<file path="config.mk">
export PLATFORM = sky130hd
export DESIGN_NAME = pipe_hdu
export DESIGN_NICKNAME = d
export VERILOG_FILES = /design/src/rtl/hxd32_pipe_pkg.sv /design/src/rtl/pipe_hdu_fwd.sv /design/src/rtl/pipe_hdu.sv
export SDC_FILE = /design/constraint.sdc
export NUM_CORES = 1
export LEC_CHECK = 0
export CELL_PAD_IN_SITES_DETAIL_PLACEMENT = 0
export CELL_PAD_IN_SITES_GLOBAL_PLACEMENT = 1
export CORE_MARGIN = 2
export CORE_UTILIZATION = 35
export DETAILED_ROUTE_END_ITERATION = 16
export PLACE_DENSITY_LB_ADDON = 0.1
export SYNTH_ARGS = -nofsm -noshare
export SYNTH_HDL_FRONTEND = slang
export SYNTH_SLANG_ARGS = --single-unit
</file>
<file path="constraint.sdc">
create_clock -name clk_i -period 2.4 [get_ports clk_i]
set_input_delay 0.72 -clock clk_i [delete_from_list [all_inputs] [get_ports clk_i]]
set_output_delay 0.72 -clock clk_i [all_outputs]
set_load 0.01 [all_outputs]
</file>
<file path="src/rtl/hxd32_pipe_pkg.sv">
`default_nettype none
// ============================================================================
// Module   : hxd32_pipe_pkg
// Purpose  : Shared encodings and types for the hxd32 pipeline hazard unit.
//            Writeback-source and forwarding-select encodings, the shadow
//            scoreboard entry, and the hazard address-match helper.
// Ports    : none (package)
// Revision : 1.0 - initial release
// ============================================================================
package hxd32_pipe_pkg;

  // Writeback source of an instruction
  localparam logic [1:0] RD_SEL_ALU  = 2'b00;
  localparam logic [1:0] RD_SEL_DRAM = 2'b01;
  localparam logic [1:0] RD_SEL_PC4  = 2'b10;
  localparam logic [1:0] RD_SEL_IMM  = 2'b11;

  // EX-stage operand source
  localparam logic [1:0] FWD_RF  = 2'b00;
  localparam logic [1:0] FWD_MEM = 2'b01;
  localparam logic [1:0] FWD_WB  = 2'b10;

  // One in-flight instruction as seen by the hazard unit
  typedef struct packed {
    logic       valid;
    logic       rd_wr_en;
    logic       is_load;
    logic [4:0] rd_addr;
    logic [4:0] rs1_addr;
    logic [4:0] rs2_addr;
    logic       rs1_used;
    logic       rs2_used;
  } sb_entry_t;

  // An entry only produces a hazard when it really writes a register other
  // than x0; x0 reads always come from the register file.
  function automatic logic sb_hit(input logic       valid,
                                  input logic       rd_wr_en,
                                  input logic [4:0] rd_addr,
                                  input logic [4:0] rs_addr);
    return valid && rd_wr_en && (rd_addr != 5'd0) && (rd_addr == rs_addr);
  endfunction

endpackage
`default_nettype wire

</file>
<file path="src/rtl/pipe_hdu_fwd.sv">
`default_nettype none
// ============================================================================
// Module   : pipe_hdu_fwd
// Purpose  : Per-operand forwarding select for the EX stage. MEM has priority
//            over WB; a load result is only forwarded once it reaches WB.
// Ports    : i_rs_addr  - source register address of the EX operand
//            i_rs_used  - operand is live (EX valid and operand read)
//            i_mem_q    - scoreboard entry currently in MEM
//            i_wb_q     - scoreboard entry currently in WB
//            o_sel      - FWD_* operand source select
// Revision : 1.0 - initial release
// ============================================================================
module pipe_hdu_fwd
  import hxd32_pipe_pkg::*;
(
  input  logic [4:0] i_rs_addr,
  input  logic       i_rs_used,
  input  sb_entry_t  i_mem_q,
  input  sb_entry_t  i_wb_q,
  output logic [1:0] o_sel
);

  logic w_mem_hit;
  logic w_wb_hit;
  logic w_unused;

  assign w_mem_hit = sb_hit(i_mem_q.valid, i_mem_q.rd_wr_en, i_mem_q.rd_addr, i_rs_addr);
  assign w_wb_hit  = sb_hit(i_wb_q.valid, i_wb_q.rd_wr_en, i_wb_q.rd_addr, i_rs_addr);

  always_comb begin
    o_sel = FWD_RF;
    if (i_rs_used) begin
      // Load data is not available at the MEM forwarding point yet.
      if (w_mem_hit && !i_mem_q.is_load) begin
        o_sel = FWD_MEM;
      end else if (w_wb_hit) begin
        o_sel = FWD_WB;
      end
    end
  end

  // Source-operand fields of the downstream entries play no role here.
  assign w_unused = ^{i_mem_q.rs1_addr, i_mem_q.rs2_addr, i_mem_q.rs1_used, i_mem_q.rs2_used,
                      i_wb_q.rs1_addr, i_wb_q.rs2_addr, i_wb_q.rs1_used, i_wb_q.rs2_used,
                      i_wb_q.is_load};

endmodule
`default_nettype wire

</file>
<file path="src/rtl/pipe_hdu.sv">
`default_nettype none
// ============================================================================
// Module   : pipe_hdu
// Purpose  : Hazard detection and forwarding unit for the hxd32 5-stage
//            pipeline. Shadows EX/MEM/WB destinations, raises load-use stalls,
//            stretches redirect flushes over the IMEM read latency and drives
//            the EX operand forwarding selects.
// Ports    : clk_i, rst_n_i        - clock, async active-low reset
//            id_*_i                - decoded fields of the ID instruction
//            ex_redirect_i         - taken branch/jump resolved in EX
//            stall_o               - hold PC and IF/ID, bubble into ID/EX
//            flush_o               - kill IF/ID and ID/EX
//            ex_fwd_a_sel_o/b_sel_o- EX operand sources (FWD_*)
//            ex_valid_o            - EX holds a real instruction
// Revision : 1.0 - initial release
// ============================================================================
module pipe_hdu
  import hxd32_pipe_pkg::*;
#(
  parameter int unsigned FLUSH_LEN = 2  // legal range 1..7
) (
  input  logic       clk_i,
  input  logic       rst_n_i,
  input  logic       id_valid_i,
  input  logic [4:0] id_rs1_rd_addr_i,
  input  logic [4:0] id_rs2_rd_addr_i,
  input  logic       id_rs1_used_i,
  input  logic       id_rs2_used_i,
  input  logic       id_rd_wr_en_i,
  input  logic [1:0] id_rd_wr_sel_i,
  input  logic [4:0] id_rd_wr_addr_i,
  input  logic       ex_redirect_i,
  output logic       stall_o,
  output logic       flush_o,
  output logic [1:0] ex_fwd_a_sel_o,
  output logic [1:0] ex_fwd_b_sel_o,
  output logic       ex_valid_o
);

  localparam logic [2:0] c_flush_len = 3'(FLUSH_LEN);

  sb_entry_t  r_ex_q;
  sb_entry_t  r_mem_q;
  sb_entry_t  r_wb_q;
  logic [2:0] r_flush_cnt;

  sb_entry_t  w_ex_d;
  logic       w_flush;
  logic       w_ex_load;
  logic       w_load_use;
  logic       w_mem_load_conflict;

  // --------------------------------------------------------------------------
  // Flush: active in the redirect cycle itself, then FLUSH_LEN more cycles.
  // Outputs are forced quiet while reset is held.
  // --------------------------------------------------------------------------
  assign w_flush = (r_flush_cnt != 3'd0) || ex_redirect_i;
  assign flush_o = rst_n_i && w_flush;

  always_ff @(posedge clk_i or negedge rst_n_i) begin
    if (!rst_n_i) begin
      r_flush_cnt <= 3'd0;
    end else if (ex_redirect_i) begin
      r_flush_cnt <= c_flush_len;
    end else if (r_flush_cnt != 3'd0) begin
      r_flush_cnt <= r_flush_cnt - 3'd1;
    end
  end

  // --------------------------------------------------------------------------
  // Load-use stall: a load in EX whose destination the ID instruction reads.
  // The ID instruction is dead during a flush, so flush suppresses the stall.
  // --------------------------------------------------------------------------
  assign w_ex_load  = r_ex_q.valid && r_ex_q.rd_wr_en && r_ex_q.is_load &&
                      (r_ex_q.rd_addr != 5'd0);
  assign w_load_use = id_valid_i && w_ex_load &&
                      ((id_rs1_used_i && (id_rs1_rd_addr_i == r_ex_q.rd_addr)) ||
                       (id_rs2_used_i && (id_rs2_rd_addr_i == r_ex_q.rd_addr)));
  assign stall_o    = rst_n_i && w_load_use && !w_flush;

  // --------------------------------------------------------------------------
  // Scoreboard shift
  // --------------------------------------------------------------------------
  always_comb begin
    w_ex_d = '0;
    if (id_valid_i && !stall_o && !w_flush) begin
      w_ex_d.valid    = 1'b1;
      w_ex_d.rd_wr_en = id_rd_wr_en_i;
      w_ex_d.is_load  = (id_rd_wr_sel_i == RD_SEL_DRAM);
      w_ex_d.rd_addr  = id_rd_wr_addr_i;
      w_ex_d.rs1_addr = id_rs1_rd_addr_i;
      w_ex_d.rs2_addr = id_rs2_rd_addr_i;
      w_ex_d.rs1_used = id_rs1_used_i;
      w_ex_d.rs2_used = id_rs2_used_i;
    end
  end

  always_ff @(posedge clk_i or negedge rst_n_i) begin
    if (!rst_n_i) begin
      r_ex_q  <= '0;
      r_mem_q <= '0;
      r_wb_q  <= '0;
    end else begin
      r_ex_q  <= w_ex_d;
      r_mem_q <= r_ex_q;
      r_wb_q  <= r_mem_q;
    end
  end

  assign ex_valid_o = r_ex_q.valid;

  // --------------------------------------------------------------------------
  // Forwarding selects (flops only, no input-to-output path)
  // --------------------------------------------------------------------------
  pipe_hdu_fwd u_fwd_a (
    .i_rs_addr (r_ex_q.rs1_addr),
    .i_rs_used (r_ex_q.valid && r_ex_q.rs1_used),
    .i_mem_q   (r_mem_q),
    .i_wb_q    (r_wb_q),
    .o_sel     (ex_fwd_a_sel_o)
  );

  pipe_hdu_fwd u_fwd_b (
    .i_rs_addr (r_ex_q.rs2_addr),
    .i_rs_used (r_ex_q.valid && r_ex_q.rs2_used),
    .i_mem_q   (r_mem_q),
    .i_wb_q    (r_wb_q),
    .o_sel     (ex_fwd_b_sel_o)
  );

  // A load in MEM feeding a live EX operand means the load-use stall failed.
  assign w_mem_load_conflict =
      r_ex_q.valid && r_mem_q.is_load &&
      ((r_ex_q.rs1_used && sb_hit(r_mem_q.valid, r_mem_q.rd_wr_en, r_mem_q.rd_addr, r_ex_q.rs1_addr)) ||
       (r_ex_q.rs2_used && sb_hit(r_mem_q.valid, r_mem_q.rd_wr_en, r_mem_q.rd_addr, r_ex_q.rs2_addr)));

  a_no_mem_load_use : assert property (@(posedge clk_i) disable iff (!rst_n_i)
                                       !w_mem_load_conflict);

endmodule
`default_nettype wire

</file>
; ---- Word-level counts from Yosys, hierarchy flattened
; Cells that the tools add are included.
[word_totals]
input_bits = 24
output_inout_bits = 7
ff_bits = 38
[classes]
n_mux = 9
n_eq_ne = 7
reduce_logical = 34
add_sub_neg = 1
[ops]
columns = cell, n
row1 = $eq A5 B5 Y1, 6
row2 = $logic_and A1 B1 Y1, 24
row3 = $mux W20, 1
row4 = $reduce_bool A5 Y1, 3
row5 = $mux W2, 6
row6 = $mux W3, 2
row7 = $logic_not A1 Y1, 3
row8 = $reduce_bool A3 Y1, 1
row9 = $sub A3 B1 Y3 const B, 1
row10 = $eq A2 B1 Y1 const B, 1
row11 = $logic_or A1 B1 Y1, 2
row12 = $reduce_bool A2 Y1, 1

; ---- Depth between registers and ports, before layout
[depth]
ltp_word = 11
depth_mapped = 7
depth_no_buf = 6

; ---- Cells and area by module
; Synthesis repeated with hierarchy kept, for this count alone.
[hier_totals]
cells_unflattened = 189
hier_area_um2 = 2433.6
[by_module_without_submodules]
columns = module, cells_each, area_each_um2, instances, seq_area_each_um2
row1 = pipe_hdu, 145, 2128.3, 1, 1576.5
row2 = pipe_hdu_fwd, 22, 152.6, 2, 0.0

; ---- Worst setup path after synthesis
; No wires, ideal clock.
[synth_path]
path_kind = reg-to-output
startpoint = reg r_mem_q[12] (netlist name)
endpoint = out ex_fwd_b_sel_o[1]
path_stages_with_launch = 5
slack_ps = 202
t_required_ps = 1680
path_buffers = 0
arrival_ps = 1478
cell_sequence = dfrtp_1 -> or4_1 -> o2111ai_2 -> nor4_2 -> nor3_2
[synth_between]
elab_chain_cells = 6
[synth_rtl]
columns = element, line
row1 = start: declaration, pipe_hdu.sv:43  ; sb_entry_t r_mem_q;
row2 = start signal: assignment, pipe_hdu.sv:105  ; r_mem_q <= r_ex_q;
row3 = $reduce_bool A5 Y1, hxd32_pipe_pkg.sv:41  ; return valid && rd_wr_en && (rd_addr != 5'd0) && (rd_addr == rs_addr);
row4 = $logic_and A1 B1 Y1, hxd32_pipe_pkg.sv:41
row5 = $logic_and A1 B1 Y1 *, hxd32_pipe_pkg.sv:41
row6 = $logic_and A1 B1 Y1 *, pipe_hdu_fwd.sv:34  ; if (w_mem_hit && !i_mem_q.is_load) begin
row7 = $mux W2 *, pipe_hdu_fwd.sv:34
row8 = $mux W2 *, pipe_hdu_fwd.sv:32  ; if (i_rs_used) begin
row9 = end: declaration, pipe_hdu.sv:36  ; output logic [1:0] ex_fwd_b_sel_o,
; Mark *: on every way between the ends. The rest lies on a longest branch, timed or not.

; ---- Final worst setup path
[layout_path]
startpoint = reg r_mem_q[15] (netlist name)
endpoint = out ex_fwd_b_sel_o[1]
; The elaborated chain is that of the path after synthesis.

==> impl_metrics.json <==
{
  "grt_antenna_before_repair": 0,
  "cap_violations": 0,
  "p_switching_mw": 0.4596,
  "nFillCells": 438,
  "crit_slowest_cell": "or4_4",
  "worstHoldPathType": "reg2reg",
  "worstSkewPairLatency_ps": 280,
  "hp-start": "r_ex_q[17]",
  "ys_seq_area_share_pct": 56.09,
  "fin_worst_skew_ps": 5.828,
  "io_pins": 31,
  "holdPathEnd": "r_mem_q[17]",
  "num_vias": 1298,
  "remaining_drc_errors": 0,
  "ctsHoldBuffers": 0,
  "htree_levels": 2,
  "clock_sinks": 38,
  "min_path_cells": 0,
  "synth_top_area_cell": "dfrtp_1",
  "fin_util_pct": 51.07,
  "seq_area_um2": 952.2,
  "final_common_cell": "dfrtp_1",
  "ff2ff_path_depth": 7,
  "grt_pass1_wl_um": 6334,
  "switching_share_pct": 28.30,
  "tritoncts": "yes",
  "hpwl_um": 2820,
  "cts_root_buf": "clkbuf_8",
  "final_cell_mix": "37 x dfrtp_1, 29 x buf_4, 23 x nand2_1, 22 x xnor2_1, 20 x a21oi_1",
  "cts-buffers-inserted": 5,
  "grt_overflow": 0,
  "r2r-start": "r_flush_cnt[1]",
  "seqPwrFrac_pct": 46.3,
  "multi_input_area_um2": 783.3,
  "tightest_slew_ps": 460.6,
  "dieWidth_um": 73.60,
  "drt_first_pass_iters": 4,
  "cp.required_ps": 1680,
  "wirelength_um": 3707,
  "portBuffers": 30,
  "final_cell_area_mm2": 0.002396,
  "ant_nets": 0,
  "power_frac_comb_pct": 26.4,
  "cp-end-kind": "primary output",
  "critical_path_class": "reg2out",
  "leakagePower_nw": 1.165,
  "cp_data_arrival_time_ps": 1830,
  "reg2reg_setup_slack_ps": 760,
  "grt_max_degree": 39,
  "worstPathCellList": "or4_4 -> o2111ai_4 -> nor4_4 -> nor3_2 -> buf_2",
  "placed_cell_area_mm2": 0.002223,
  "outcome": "finished, violations left",
  "clk_pin_slew_ps": 70,
  "slowest_delay_ps": 550,
  "clk_path_buf_depth": 2,
  "start_kind": "register",
  "max_freq_ghz": 0.3923,
  "die-area_mm2": 0.005417,
  "synth_seq_cells": 38,
  "synth_area_leaders": "dfrtp_1 56%, xnor2_1 12%, a21oi_1 5.9%",
  "final-max-slew-violation-count": 0,
  "syn_nets": 182,
  "maxSlewHeadroom_pct": 69.30,
  "r2r-end": "r_ex_q[10]",
  "pwr_density_cell_mw_per_mm2": 677.9,
  "finalSetupViolCount": 5,
  "gp_congestion": 0.8627,
  "synth_warnings": 0,
  "fp.coreArea_mm2": 0.004692,
  "p_int_mw": 1.165,
  "path_max_fanout": 2,
  "min_period_over_period_pct": 106.2,
  "avgSynthCellArea_um2": 10.87,
  "n_antenna_cell": 0,
  "drt_iter0_markers": 48,
  "vdd_drop_max_v": 0.0002925,
  "clockPowerShare_pct": 27.3,
  "violations": "setup timing",
  "syn_inst": 156,
  "rsz0062_at_grt": "yes",
  "nets": 243,
  "worst_slack_ps": -148.8,
  "track_usage_pct": 15.57,
  "start_util_pct": 36.13,
  "finalHoldViolations": 0,
  "via_per_inst": 4.772,
  "drive_gt1_share_pct": 27.52,
  "synth_top_area_share_pct": 56.09,
  "rows": 25,
  "fp.dieH_um": 73.60,
  "wl_per_cell_um": 13.63,
  "grt_pass1_vias": 1380,
  "holdWs_ps": 381.6,
  "syn_area_mm2": 0.001695,
  "fin_crit_ps": 2549,
  "synth_cell_types": 26,
  "syn_to_final_growth_pct": 41.33
}
cell type report:
type	count	share of cell area, %
clock buffers	7	3.603
clock inverters	1	0.2089
inverters	5	0.7833
multi-input cells	107	32.69
flip-flops and latches	38	39.74
well taps	54	2.820
repair buffers	60	20.16
worst max path at each step:
stage	end	from	cells after the start	slack, ps
2_1_floorplan	ex_fwd_b_sel_o[1]	r_mem_q[12]	4	200
3_3_place_gp	stall_o	id_rs2_rd_addr_i[3]	6	-740
3_5_place_dp	stall_o	id_rs2_rd_addr_i[3]	6	-720
4_1_cts	ex_fwd_b_sel_o[0]	r_mem_q[15]	5	-190
5_1_grt	ex_fwd_b_sel_o[0]	r_mem_q[15]	5	-220
6_report	ex_fwd_b_sel_o[1]	r_mem_q[15]	5	-150
layer usage:
layer  routed length, um  vias to the layer above  global-route usage [%]
met5                   0                        -                       0
met4                  63                        0                   6.061
met3                 153                        5                   4.390
met2                1773                       30                   23.71
met1                1716                      616                   21.04
li1                    -                      647                       -
synth_stat cells:
master	n
xor2_1	8
nor2_1	4
nor3_2	1
inv_1	5
nand2_1	23
o31a_2	1
o2111ai_2	1
dfrtp_1	38
nand3_1	2
nand3b_1	1
and2_1	1
o22ai_1	1
clkbuf_1	4
buf_2	1
a21boi_0	2
or4_1	3
nor4_1	3
a21oi_1	20
nand4_1	5
xnor2_1	23
ha_1	2
and3_1	2
o211ai_1	2
buf_4	1
nor4_2	1
nor3b_1	1
power by group through the flow:
| stage | logic (mW) | registers, mW | clock network, mW |
|---|---|---|---|
| floorplan | 0.196 | 0.758 | 0 |
| CTS | 0.378 | 0.753 | 0.461 |
| global placement | 0.359 | 0.759 | 0 |
| detailed placement | 0.364 | 0.763 | 0 |
| finish | 0.429 | 0.752 | 0.443 |
| global route | 0.483 | 0.759 | 0.485 |
metrics by stage:
| stage | TNS, ps | setup slack [ps] | std cells | power, mW |
|---|---|---|---|---|
| after detailed placement | -1939 | -724.6 | 259 | 1.127 |
| after floorplan | 0 | 202.1 | 156 | 0.9541 |
| final | -558.3 | -148.8 | 272 | 1.624 |
| after global routing | -918.2 | -224.0 | 272 | 1.727 |
| after global placement | -2002 | -744.0 | 259 | 1.118 |
| after CTS | -772.5 | -192.8 | 268 | 1.591 |
flip-flops by register name, summed over array words and instances, names as in the netlist:
name         flops
r_ex_q          19
r_wb_q           7
ex_valid_o       1
r_flush_cnt      3
r_mem_q          8
worst max-delay path, delay by kind of cell (launching register included):
family | cells | cell delay [ps]
AO/OA/AOI/OAI | 1 | 250
buffers and inverters | 1 | 140
flip-flops | 1 | 380
AND/OR/NAND/NOR | 3 | 770
timing repair:
item / in CTS / in global routing
cloned: 0 / 0
gates resized for setup: 46 / 12
setup buffers: 2 / 4
pin swaps: 14 / 12
endpoints found under the setup margin: 6 / 5
kinds of logic (layout without fill, tap and decap cells):
group           after synthesis  after routing  synth area share, %
simple gates                 47             47                14.17
flops                        38             38                56.09
xor+xnor                     31             31                16.01
compound gates               27             27                9.520
buf+inv                      11             73                2.730
fa+ha+maj                     2              2                1.476
No activity file was read; power rests on OpenSTA's default activity.
